## config.mk

```make
export PLATFORM = sky130hd
export DESIGN_NAME = fb_pixel_writer_flat
export DESIGN_NICKNAME = d
export VERILOG_FILES = /design/src/rtl/fb_pixel_writer_if.sv /design/src/rtl/fb_pixel_writer.sv /design/src/flat_wrapper.sv
export SDC_FILE = /design/constraint.sdc
export NUM_CORES = 1
export LEC_CHECK = 0
export CAP_MARGIN = 5
export CORE_MARGIN = 2
export CORE_UTILIZATION = 35
export DETAILED_ROUTE_END_ITERATION = 12
export HOLD_SLACK_MARGIN = 0.05
export PLACE_DENSITY = 0.63
export SKIP_LAST_GASP = 1
export SLEW_MARGIN = 20
export SYNTH_ARGS = -nofsm -noshare
export SYNTH_HDL_FRONTEND = slang
export SYNTH_SLANG_ARGS = --single-unit
```

## constraint.sdc

```tcl
create_clock -name clk -period 7.6 [get_ports clk]
set_input_delay 0.76 -clock clk [delete_from_list [all_inputs] [get_ports clk]]
set_output_delay 0.76 -clock clk [all_outputs]
set_load 0.03 [all_outputs]
```

## src/rtl/fb_pixel_writer_if.sv

```systemverilog
// Pixel stream handshake into the frame-buffer writer: valid/ready with a
// start-of-frame qualifier on the first pixel of each raster frame.
interface fb_pixel_writer_if #(
    parameter int DATA_W = 24
);
    logic              pix_valid;
    logic              pix_ready;
    logic [DATA_W-1:0] pix_data;
    logic              pix_sof;

    modport master (
        output pix_valid,
        output pix_data,
        output pix_sof,
        input  pix_ready
    );

    modport slave (
        input  pix_valid,
        input  pix_data,
        input  pix_sof,
        output pix_ready
    );
endinterface

```

## src/rtl/fb_pixel_writer.sv

```systemverilog
// Frame-buffer port-A write engine: raster pixel stream to linear address y*H_RES+x.
// Define FB_WRITER_CLEAR_EN to build in the whole-frame colour clear engine.
module fb_pixel_writer #(
    parameter int H_RES  = 300,
    parameter int V_RES  = 300,
    parameter int ADDR_W = 17,
    parameter int DATA_W = 24
) (
    input  logic                 clk,
    input  logic                 rst,
    fb_pixel_writer_if.slave     pix,
    input  logic                 clear_req,
    input  logic [DATA_W-1:0]    fill_color,
    output logic                 mem_we_a,
    output logic [ADDR_W-1:0]    mem_addr_a,
    output logic [DATA_W-1:0]    mem_wdata_a,
    output logic                 busy,
    output logic                 frame_done,
    output logic                 sync_err
);

    localparam int X_W = (H_RES > 1) ? $clog2(H_RES) : 1;
    localparam int Y_W = (V_RES > 1) ? $clog2(V_RES) : 1;

    localparam logic [X_W-1:0]    X_LAST    = X_W'(H_RES - 1);
    localparam logic [Y_W-1:0]    Y_LAST    = Y_W'(V_RES - 1);
    localparam logic [ADDR_W-1:0] LAST_ADDR = ADDR_W'(H_RES * V_RES - 1);

    typedef enum logic [1:0] {
        IDLE,
        STREAM,
        CLEAR
    } state_t;

    state_t            state;
    logic [X_W-1:0]    x;
    logic [Y_W-1:0]    y;
    logic [ADDR_W-1:0] addr;

    logic              take_clear;
    logic              ready_c;
    logic              xfer;
    logic              wr_pix;
    logic [X_W-1:0]    cur_x;
    logic [Y_W-1:0]    cur_y;
    logic [ADDR_W-1:0] cur_addr;
    logic              at_last;

`ifdef FB_WRITER_CLEAR_EN
    logic [DATA_W-1:0] fill_q;

    assign take_clear = (state == IDLE) && clear_req;
`else
    logic unused_clear;

    assign take_clear   = 1'b0;
    assign unused_clear = ^{clear_req, fill_color};
`endif

    always_comb begin
        ready_c = 1'b0;
        if (!rst) begin
            if (state == IDLE)
                ready_c = !take_clear;
            else if (state == STREAM)
                ready_c = 1'b1;
            else
                ready_c = 1'b0;
        end
    end

    assign pix.pix_ready = ready_c;
    assign xfer          = pix.pix_valid && ready_c;

    // A sof pixel always lands at the origin, whether it starts a frame or
    // resynchronises one already in flight.
    assign wr_pix   = xfer && (pix.pix_sof || (state == STREAM));
    assign cur_x    = pix.pix_sof ? '0 : x;
    assign cur_y    = pix.pix_sof ? '0 : y;
    assign cur_addr = pix.pix_sof ? '0 : addr;
    assign at_last  = (cur_x == X_LAST) && (cur_y == Y_LAST);

    always_ff @(posedge clk) begin
        if (rst) begin
            state       <= IDLE;
            x           <= '0;
            y           <= '0;
            addr        <= '0;
            mem_we_a    <= 1'b0;
            mem_addr_a  <= '0;
            mem_wdata_a <= '0;
            busy        <= 1'b0;
            frame_done  <= 1'b0;
            sync_err    <= 1'b0;
`ifdef FB_WRITER_CLEAR_EN
            fill_q      <= '0;
`endif
        end else begin
            mem_we_a   <= 1'b0;
            frame_done <= 1'b0;
            busy       <= (state != IDLE);
            sync_err   <= xfer && ((state == IDLE) ? !pix.pix_sof : pix.pix_sof);

            if (wr_pix) begin
                mem_we_a    <= 1'b1;
                mem_addr_a  <= cur_addr;
                mem_wdata_a <= pix.pix_data;
                if (at_last) begin
                    frame_done <= 1'b1;
                    state      <= IDLE;
                    x          <= '0;
                    y          <= '0;
                    addr       <= '0;
                end else begin
                    state <= STREAM;
                    addr  <= cur_addr + 1'b1;
                    if (cur_x == X_LAST) begin
                        x <= '0;
                        y <= cur_y + 1'b1;
                    end else begin
                        x <= cur_x + 1'b1;
                        y <= cur_y;
                    end
                end
            end

`ifdef FB_WRITER_CLEAR_EN
            // Address 0 is written on the accept edge so a clear occupies
            // exactly H_RES*V_RES write cycles.
            if (take_clear) begin
                fill_q      <= fill_color;
                mem_we_a    <= 1'b1;
                mem_addr_a  <= '0;
                mem_wdata_a <= fill_color;
                if (LAST_ADDR == '0) begin
                    frame_done <= 1'b1;
                end else begin
                    state <= CLEAR;
                    addr  <= ADDR_W'(1);
                end
            end else if (state == CLEAR) begin
                mem_we_a    <= 1'b1;
                mem_addr_a  <= addr;
                mem_wdata_a <= fill_q;
                if (addr == LAST_ADDR) begin
                    frame_done <= 1'b1;
                    state      <= IDLE;
                    addr       <= '0;
                end else begin
                    addr <= addr + 1'b1;
                end
            end
`endif
        end
    end

endmodule

```

## src/flat_wrapper.sv

```systemverilog
// flat-port wrapper written by rule: the top's interface ports become plain ports
module fb_pixel_writer_flat 
#(
    parameter int H_RES  = 300,
    parameter int V_RES  = 300,
    parameter int ADDR_W = 17,
    parameter int DATA_W = 24
)
  (clk, rst, clear_req, fill_color, mem_we_a, mem_addr_a, mem_wdata_a, busy, frame_done, sync_err, pix_pix_valid, pix_pix_data, pix_pix_sof, pix_pix_ready);
  fb_pixel_writer_if #(.DATA_W(DATA_W)) pix_i ();
  input  logic clk;
  input  logic rst;
  input  logic clear_req;
  input  logic [DATA_W-1:0] fill_color;
  output logic mem_we_a;
  output logic [ADDR_W-1:0] mem_addr_a;
  output logic [DATA_W-1:0] mem_wdata_a;
  output logic busy;
  output logic frame_done;
  output logic sync_err;
  input wire logic [$bits(pix_i.pix_valid)-1:0] pix_pix_valid;
  input wire logic [$bits(pix_i.pix_data)-1:0] pix_pix_data;
  input wire logic [$bits(pix_i.pix_sof)-1:0] pix_pix_sof;
  output wire logic [$bits(pix_i.pix_ready)-1:0] pix_pix_ready;
  assign pix_i.pix_valid = pix_pix_valid;
  assign pix_i.pix_data = pix_pix_data;
  assign pix_i.pix_sof = pix_pix_sof;
  assign pix_pix_ready = pix_i.pix_ready;
  fb_pixel_writer #(.H_RES(H_RES), .V_RES(V_RES), .ADDR_W(ADDR_W), .DATA_W(DATA_W)) u_core (.clk(clk), .rst(rst), .pix(pix_i), .clear_req(clear_req), .fill_color(fill_color), .mem_we_a(mem_we_a), .mem_addr_a(mem_addr_a), .mem_wdata_a(mem_wdata_a), .busy(busy), .frame_done(frame_done), .sync_err(sync_err));
endmodule
```

# After elaboration in Yosys (flattened, before gate mapping)
# Index checks and enable logic that the tools add are counted.
# totals
out_inout_bits	46
regBits	82
inputBits	53
word_cells	41
# classes
add_sub_neg	3
mux	15
bitwise_logic	1
eq_ne	3
n_reduce_logical	9
# ops
op	n
$mux 9	6
$mux 17	2
$add 9x1->9 const B	2
$eq 9x9->1 const B	2
$add 17x1->17 const B	1
$mux 1	7
$logic_and 1x1->1	4
$eq 2x1->1 const B	1
$logic_not 2->1	1
$reduce_bool 2->1	1
$reduce_or 2->1	1
$logic_not 1->1	1
$logic_or 1x1->1	1
$not 1->1	1

# Depth between registers and ports, before layout
# Gate-level depths: netlist of run 1.
# depth
depth_word	8
depth_mapped	12
mapped_depth_nobuf	8

# Least setup slack after synthesis of run 1
# Ideal clock, no wire load.
# synth_timing
path_type	input port to flip-flop
from	input pix_pix_sof
to	register u_core.addr[11]
setup_ns	0.074
path_buffers	4
path_stages	11
t_arrival_ns	2.926
setup_slack_ns	4.600
required_ns	7.526
cell_sequence	buf_6 inv_1 clkbuf_1 clkbuf_1 ha_1 or3b_2 clkbuf_1 nor2_1 o21ai_4 or3_1 a31oi_1
# synth_between
elab_chain_len	4
elab_cells_between_ends	10
cone_classes	1 x add/sub; 2 x eq/ne; 4 x mux; 3 x reduce/logical
# synth_lines
element	line	source
from (decl)	flat_wrapper.sv:23	input wire logic [$bits(pix_i.pix_sof)-1:0] pix_pix_sof;
branches (longest 4 deep; another with $add 17x1->17)	n/a	
to (signal assigned)	fb_pixel_writer.sv:116	addr <= cur_addr + 1'b1;
to (decl)	fb_pixel_writer.sv:38	logic [ADDR_W-1:0] addr;
# Several ways; the timed one is not identified.
# A chain may end at the register's enable or synchronous reset.

# Final worst setup path of run 1
# layout_timing
from	input pix_pix_sof
to	register u_core.addr[12]
# The elaborated chain is that of the path after synthesis.

==> results of run 1 <==
## logic make-up after synthesis
group                    synth area share [%]
AO/OA/AOI/OAI                            19.0
XOR/XNOR                                0.247
adder cells (fa/ha/maj)                  1.06
buffers and inverters                    4.66
flip-flops                               45.8
multiplexers                            0.600
AND/OR/NAND/NOR                          28.6
## per-stage QoR
stage / hold WS, ns / std cells / utilization (%) / worst slack (ns)
finish: 0.448 / 639 / 46.2 / 4.04
global placement: 0.432 / 623 / 44.2 / 3.57
CTS: 0.448 / 639 / 46.2 / 4.02
global route: 0.478 / 639 / 46.2 / 3.87
floorplan: 0.422 / 444 / - / 4.60
detailed placement: 0.436 / 623 / 44.2 / 3.66
## report_power, final
part           total (mW)  internal [mW]  switching, mW
registers           0.441          0.435        0.00538
clock network       0.319          0.161          0.158
logic              0.0978         0.0389         0.0588
total               0.857          0.635          0.222
## final cells by class
cell class	instances	area (um^2)	area share, %
flip-flops and latches	81	1620	35.7
clock buffers	12	145	3.20
clock inverters	4	52.6	1.16
inverters	8	30.0	0.662
multi-input cells	323	1760	38.7
well taps	133	166	3.67
repair buffers	78	768	16.9
## sequential cells by signal (all words and copies together), names as in the netlist, 9 cells and up
name	flops
u_core.mem_wdata_a	24
u_core.x	9
u_core.y	9
u_core.addr	17
u_core.mem_addr_a	17
## critical path, delay by kind of cell
kind,cells,cell delay (ns)
compound gates,2,0.34
fa+ha+maj,1,0.20
buf+inv,6,2.03
simple gates,1,0.43
## routing by layer
layer | vias up | track usage [%] | routed length (um)
li1 | 1699 | - | -
met1 | 1566 | 20.8 | 4120
met2 | 94 | 27.1 | 4200
met3 | 8 | 5.05 | 520
met4 | 0 | 4.57 | 91
met5 | - | 0 | 0
## worst paths after layout
kind	from	endpoint	slack [ns]	cells past startpoint
min	u_core.state[0]	u_core.state[0]	0.45	2
max	pix_pix_sof	u_core.addr[12]	4.04	10
min reg2reg	u_core.state[0]	u_core.state[0]	0.45	2
max reg2reg	u_core.state[0]	u_core.addr[12]	4.95	8
## Yosys cell counts (4+ instances only)
library cell	count
a21o_1	5
a21oi_1	24
a31oi_1	11
and3_1	8
buf_1	4
buf_2	5
clkbuf_1	21
dfxtp_1	81
inv_1	8
nand2_1	94
nand3_1	34
nand4_1	6
nor2_1	9
nor2b_1	9
nor3_1	8
nor4_1	4
o21ai_0	48
o31ai_1	4
or3_1	12
or3b_2	4
or4_1	5
==> impl_metrics.yaml, run 1 <==
final_layout:
  fillers: 996
  final_nets: 557
  antenna_cells: 0
  final_common_cell: "nand2_1"
  design_area_mm2: 0.00454
  syn2layout_area_growth_pct: 28.2
  drive_gt1_share_pct: 6.13
  layout_common_cells: "nand2_1, dfxtp_1, clkdlybuf4s50_1"
clock_tree:
  htree_levels: 3
  postCtsHoldBufs: 0
  cts.sinks: 81
  cts_tree: "done"
  cts_setup_buffers: 0
  clock_path_buffers: 2
  clock_latency_ns: 0.37
  cts-resized-gates: 0
  cts_root_buf: "clkbuf_8"
  cts_made_buffers: 9
  path_clk_slew_ns: 0.08
floorplan:
  fp.dieW_um: 105
  fp.dieH_um: 105
  num_rows: 36
  dieArea_mm2: 0.0109
  core_area_mm2: 0.00982
  start_util_pct: 36.1
  io_pins: 99
power_and_ir_drop:
  ir_drop_v: 0.0000669
  p_leak_nw: 1.53
  pwr_density_cell_mw_per_mm2: 189
  p_total_uw: 857
worst_setup_path:
  path_class: "input pin to flip-flop"
  cpMaxStageDelayCell: "buf_4"
  end_kind: "flip-flop"
  crit_chain: "clkdlybuf4s50_1 -> buf_4 -> inv_1 -> ha_1 -> or3b_2 -> buf_4 -> inv_2 -> buf_4 -> o22ai_1 -> a21o_1"
  start_kind: "input pin"
  arrival_ns: 3.82
  worstPathMaxFanout: 61
  max_stage_delay_ns: 0.51
  required_ns: 7.86
  cp_common_cell: "buf_4"
synthesis:
  synth_top_area_share_pct: 45.8
  synth.largest_area_cell: "dfxtp_1"
  synth-seq-cells: 81
  synth_cell_type_count: 49
  synth_area_leaders: "dfxtp_1, nand2_1, o21ai_0"
  synth_fp_nets: 500
  ys.flop_type: "dfxtp_1"
  synthArstFlopShare_pct: 0
  synth_edf_count: 0
  avgSynthCellArea_um2: 7.98
  synth_area_mm2: 0.00354
  synthCells: 444
  yosys_warnings: 0
  yosysSeqAreaShare_pct: 45.8
sta:
  worst_slew_pin_slew_ns: 0.982
  finalHoldViolCount: 0
  fin_tns_setup_ns: 0
  fmax_ghz: 0.281
  drv_slew: 0
  slew_headroom_pct: 34.5
  fin_crit_sh_pct: 46.8
  rsz0062_at_grt: "false"
  setup-violations-final: 0
  min_period_ns: 3.56
  finClkSkew_ns: 0.0127
place:
  gp_congestion: 0.786
  place_area_mm2: 0.00434
  dp_hpwl_mm: 5.74
  port_buffers: 73
route:
  post-route-drc-count: 0
  drtAntennaViolNets: 0
  wl_mm: 8.93
  vias_per_cell: 5.27
  drtPass1Iterations: 4
  dr.first_iter.drc_count: 283
  wl_per_cell_um: 14.0
  vias: 3367
global_routing:
  grt_pass1_wl_mm: 14.6
  grt_usage_pct: 16.4
  antenna_found_initial: 0
  grt_overflow: 0
  grt_max_degree: 62
  grt_pass1_vias: 3040
flow_run:
  maxCapViolCount: 0
status:
  outcome: "finished clean"
hold_path:
  hold_class: "flip-flop to flip-flop"
Power figures use the tool's default switching activity.
==> run 2, diff against run 1 <==
--- a/config.mk
+++ b/config.mk
@@ -10,7 +10,7 @@
 export CORE_UTILIZATION = 35
 export DETAILED_ROUTE_END_ITERATION = 12
 export HOLD_SLACK_MARGIN = 0.05
-export PLACE_DENSITY = 0.63
+export PLACE_DENSITY = 0.65
 export SKIP_LAST_GASP = 1
 export SLEW_MARGIN = 20
 export SYNTH_ARGS = -nofsm -noshare
==> constraint.sdc (replaced) <==
create_clock -name clk -period 3.2 [get_ports clk]
set_input_delay 0.32 -clock clk [delete_from_list [all_inputs] [get_ports clk]]
set_output_delay 0.32 -clock clk [all_outputs]
set_load 0.03 [all_outputs]
==> run 2 against run 1 <==
Via count is 0.53% lower. Register-to-register slack worse by 4.1 ns. Final cell count is 0.78% higher. Highest routed layer unchanged. Setup slack worse by 3.4 ns. Routed wire length is 1.9% lower. Critical path depth is 1 lower. Flip-flop and latch count stayed put. Final area is 1.5% higher. Combinational power is 140% higher. Die area stayed put. Sequential power is 140% higher.
==> impl_metrics.yaml, run 2 (synthesized netlist as in run 1, its figures left out) <==
final_layout:
  final_core_util_pct: 46.9
  syn2layout_area_growth_pct: 30.1
  final_nets: 562
  multi_input_area_mm2: 0.00176
  final_common_cell: "nand2_1"
  antenna_cells: 0
  reg_top3: "u_core.mem_wdata_a: 24 flops, u_core.addr: 17 flops, u_core.mem_addr_a: 17 flops"
  largest_reg_flops: 24
  seq_area_mm2: 0.00162
  fillers: 972
  top_register: "u_core.mem_wdata_a"
  drive_gt1_share_pct: 7.24
  layout_common_cells: "nand2_1, dfxtp_1, clkdlybuf4s50_1"
route:
  wl_met1_mm: 4.15
  vias_per_cell: 5.20
  dr.first_iter.drc_count: 174
  wl_mm: 8.75
  met2WireLength_mm: 3.91
  drtAntennaViolNets: 0
  met3_length_um: 526
  routed.top_layer: "met4"
  post-route-drc-count: 0
  drtPass1Iterations: 4
  vias: 3349
  wl_per_cell_um: 13.6
place:
  gp_congestion: 0.796
  port_buffers: 73
  dp_hpwl_mm: 5.86
worst_setup_path:
  max_stage_delay_ns: 0.51
  ff2ff_setup_slack_ns: 0.89
  reg2reg_depth: 6
  end_kind: "flip-flop"
  path_class: "input pin to flip-flop"
  required_ns: 3.48
  worstPathMaxFanout: 17
  arrival_ns: 2.85
  critPathTopFamily: "simple AND/OR/NAND/NOR gates"
  r2r-start: "u_core.state[0]"
  r2r_end: "u_core.y[0]"
  crit_chain: "clkdlybuf4s50_1 -> buf_4 -> nor2b_1 -> ha_1 -> nand2_1 -> or3_1 -> o21ai_0 -> or4_1 -> a31oi_1"
  cp.buffers_inverters: 2
  cpMaxStageDelayCell: "or4_1"
  start_kind: "input pin"
clock_tree:
  clock_path_buffers: 2
  cts.sinks: 81
  cts_made_buffers: 9
  cts_root_buf: "clkbuf_8"
  clock_latency_ns: 0.35
  cts_tree: "done"
  cts_setup_buffers: 0
  postCtsHoldBufs: 0
  path_clk_slew_ns: 0.08
  htree_levels: 3
  cts-resized-gates: 0
floorplan:
  io_pins: 99
  fp.dieH_um: 105
  start_util_pct: 36.1
  num_rows: 36
  core_area_mm2: 0.00982
  dieArea_mm2: 0.0109
  fp.dieW_um: 105
sta:
  drv_slew: 0
  finClkSkew_ns: 0.00912
  fmax_ghz: 0.388
  fin_crit_sh_pct: 80.5
  finalHoldViolCount: 0
  rsz0062_at_grt: "false"
  worst_slew_pin_slew_ns: 0.900
  min_period_ns: 2.58
  fin_tns_setup_ns: 0
  slew_headroom_pct: 40.0
  setup-violations-final: 0
global_routing:
  grt_pass1_wl_mm: 15.1
  antenna_found_initial: 0
  grt_pass1_vias: 3166
  grt_usage_pct: 16.8
  grt_overflow: 0
  grt_max_degree: 74
hold_path:
  hold_path_depth: 2
  min_to: "u_core.state[0]"
  hold_class: "flip-flop to flip-flop"
  hold_path.startpoint: "u_core.state[0]"
power_and_ir_drop:
  ir_drop_v: 0.000170
  pwr_density_cell_mw_per_mm2: 457
  p_leak_nw: 1.59
status:
  outcome: "finished clean"
flow_run:
  maxCapViolCount: 0
[run 2: changes by cell type in the layout (fill, tap and decap cells not counted), sizes merged]
cell,delta
clkinv,+3
bufinv,+1
clkdlybuf4s50,-1
buf,+6
clkbuf,-1
clkinvlp,-3
[run 2: area by class of cell]
type	count	area share, %
clock buffers	11	3.07
clock inverters	5	1.71
well taps	133	3.61
flip-flops and latches	81	35.2
inverters	8	0.651
multi-input cells	323	38.1
repair buffers	83	17.7
[run 2: per-stage QoR]
stage          instance area [um^2]  power [mW]  setup WS [ns]  instances  hold slack, ns
2_1_floorplan                  3540        1.20          0.640        444           0.422
3_3_place_gp                   4390        1.30          0.289        628           0.431
3_5_place_dp                   4390        1.31          0.248        628           0.433
4_1_cts                        4610        2.14          0.625        644           0.446
5_1_grt                        4610        2.20          0.370        644           0.469
6_report                       4610        2.11          0.623        644           0.444
[run 2: worst max-delay path by stage]
stage | to | start | cells after the start | slack [ns]
finish | u_core.addr[5] | pix_pix_sof | 9 | 0.62
global route | u_core.addr[9] | pix_pix_sof | 10 | 0.37
CTS | u_core.addr[5] | pix_pix_sof | 9 | 0.62
detailed placement | u_core.addr[5] | pix_pix_sof | 9 | 0.25
global placement | u_core.addr[4] | pix_pix_sof | 10 | 0.29
floorplan | u_core.addr[11] | pix_pix_sof | 11 | 0.64
[run 2: worst reg2reg max path: cells and delay by family (launching register included)]
kind / cells / cell delay [ns]
compound gates: 3 / 1.05
buf+inv: 1 / 0.06
simple gates: 1 / 0.63
flops: 1 / 0.33
fa+ha+maj: 1 / 0.17
[run 2: layer usage]
metal / GRT usage, % / up-vias
met3: 3.18 / 14
met2: 26.6 / 95
met4: 7.43 / 0
met1: 22.3 / 1533
li1: - / 1707
met5: 0 / -
[run 2: where the power goes]
| part | switching, mW | internal (mW) |
|---|---|---|
| logic | 0.139 | 0.0958 |
| clock network | 0.366 | 0.460 |
| registers | 0.0122 | 1.03 |
| total | 0.517 | 1.59 |
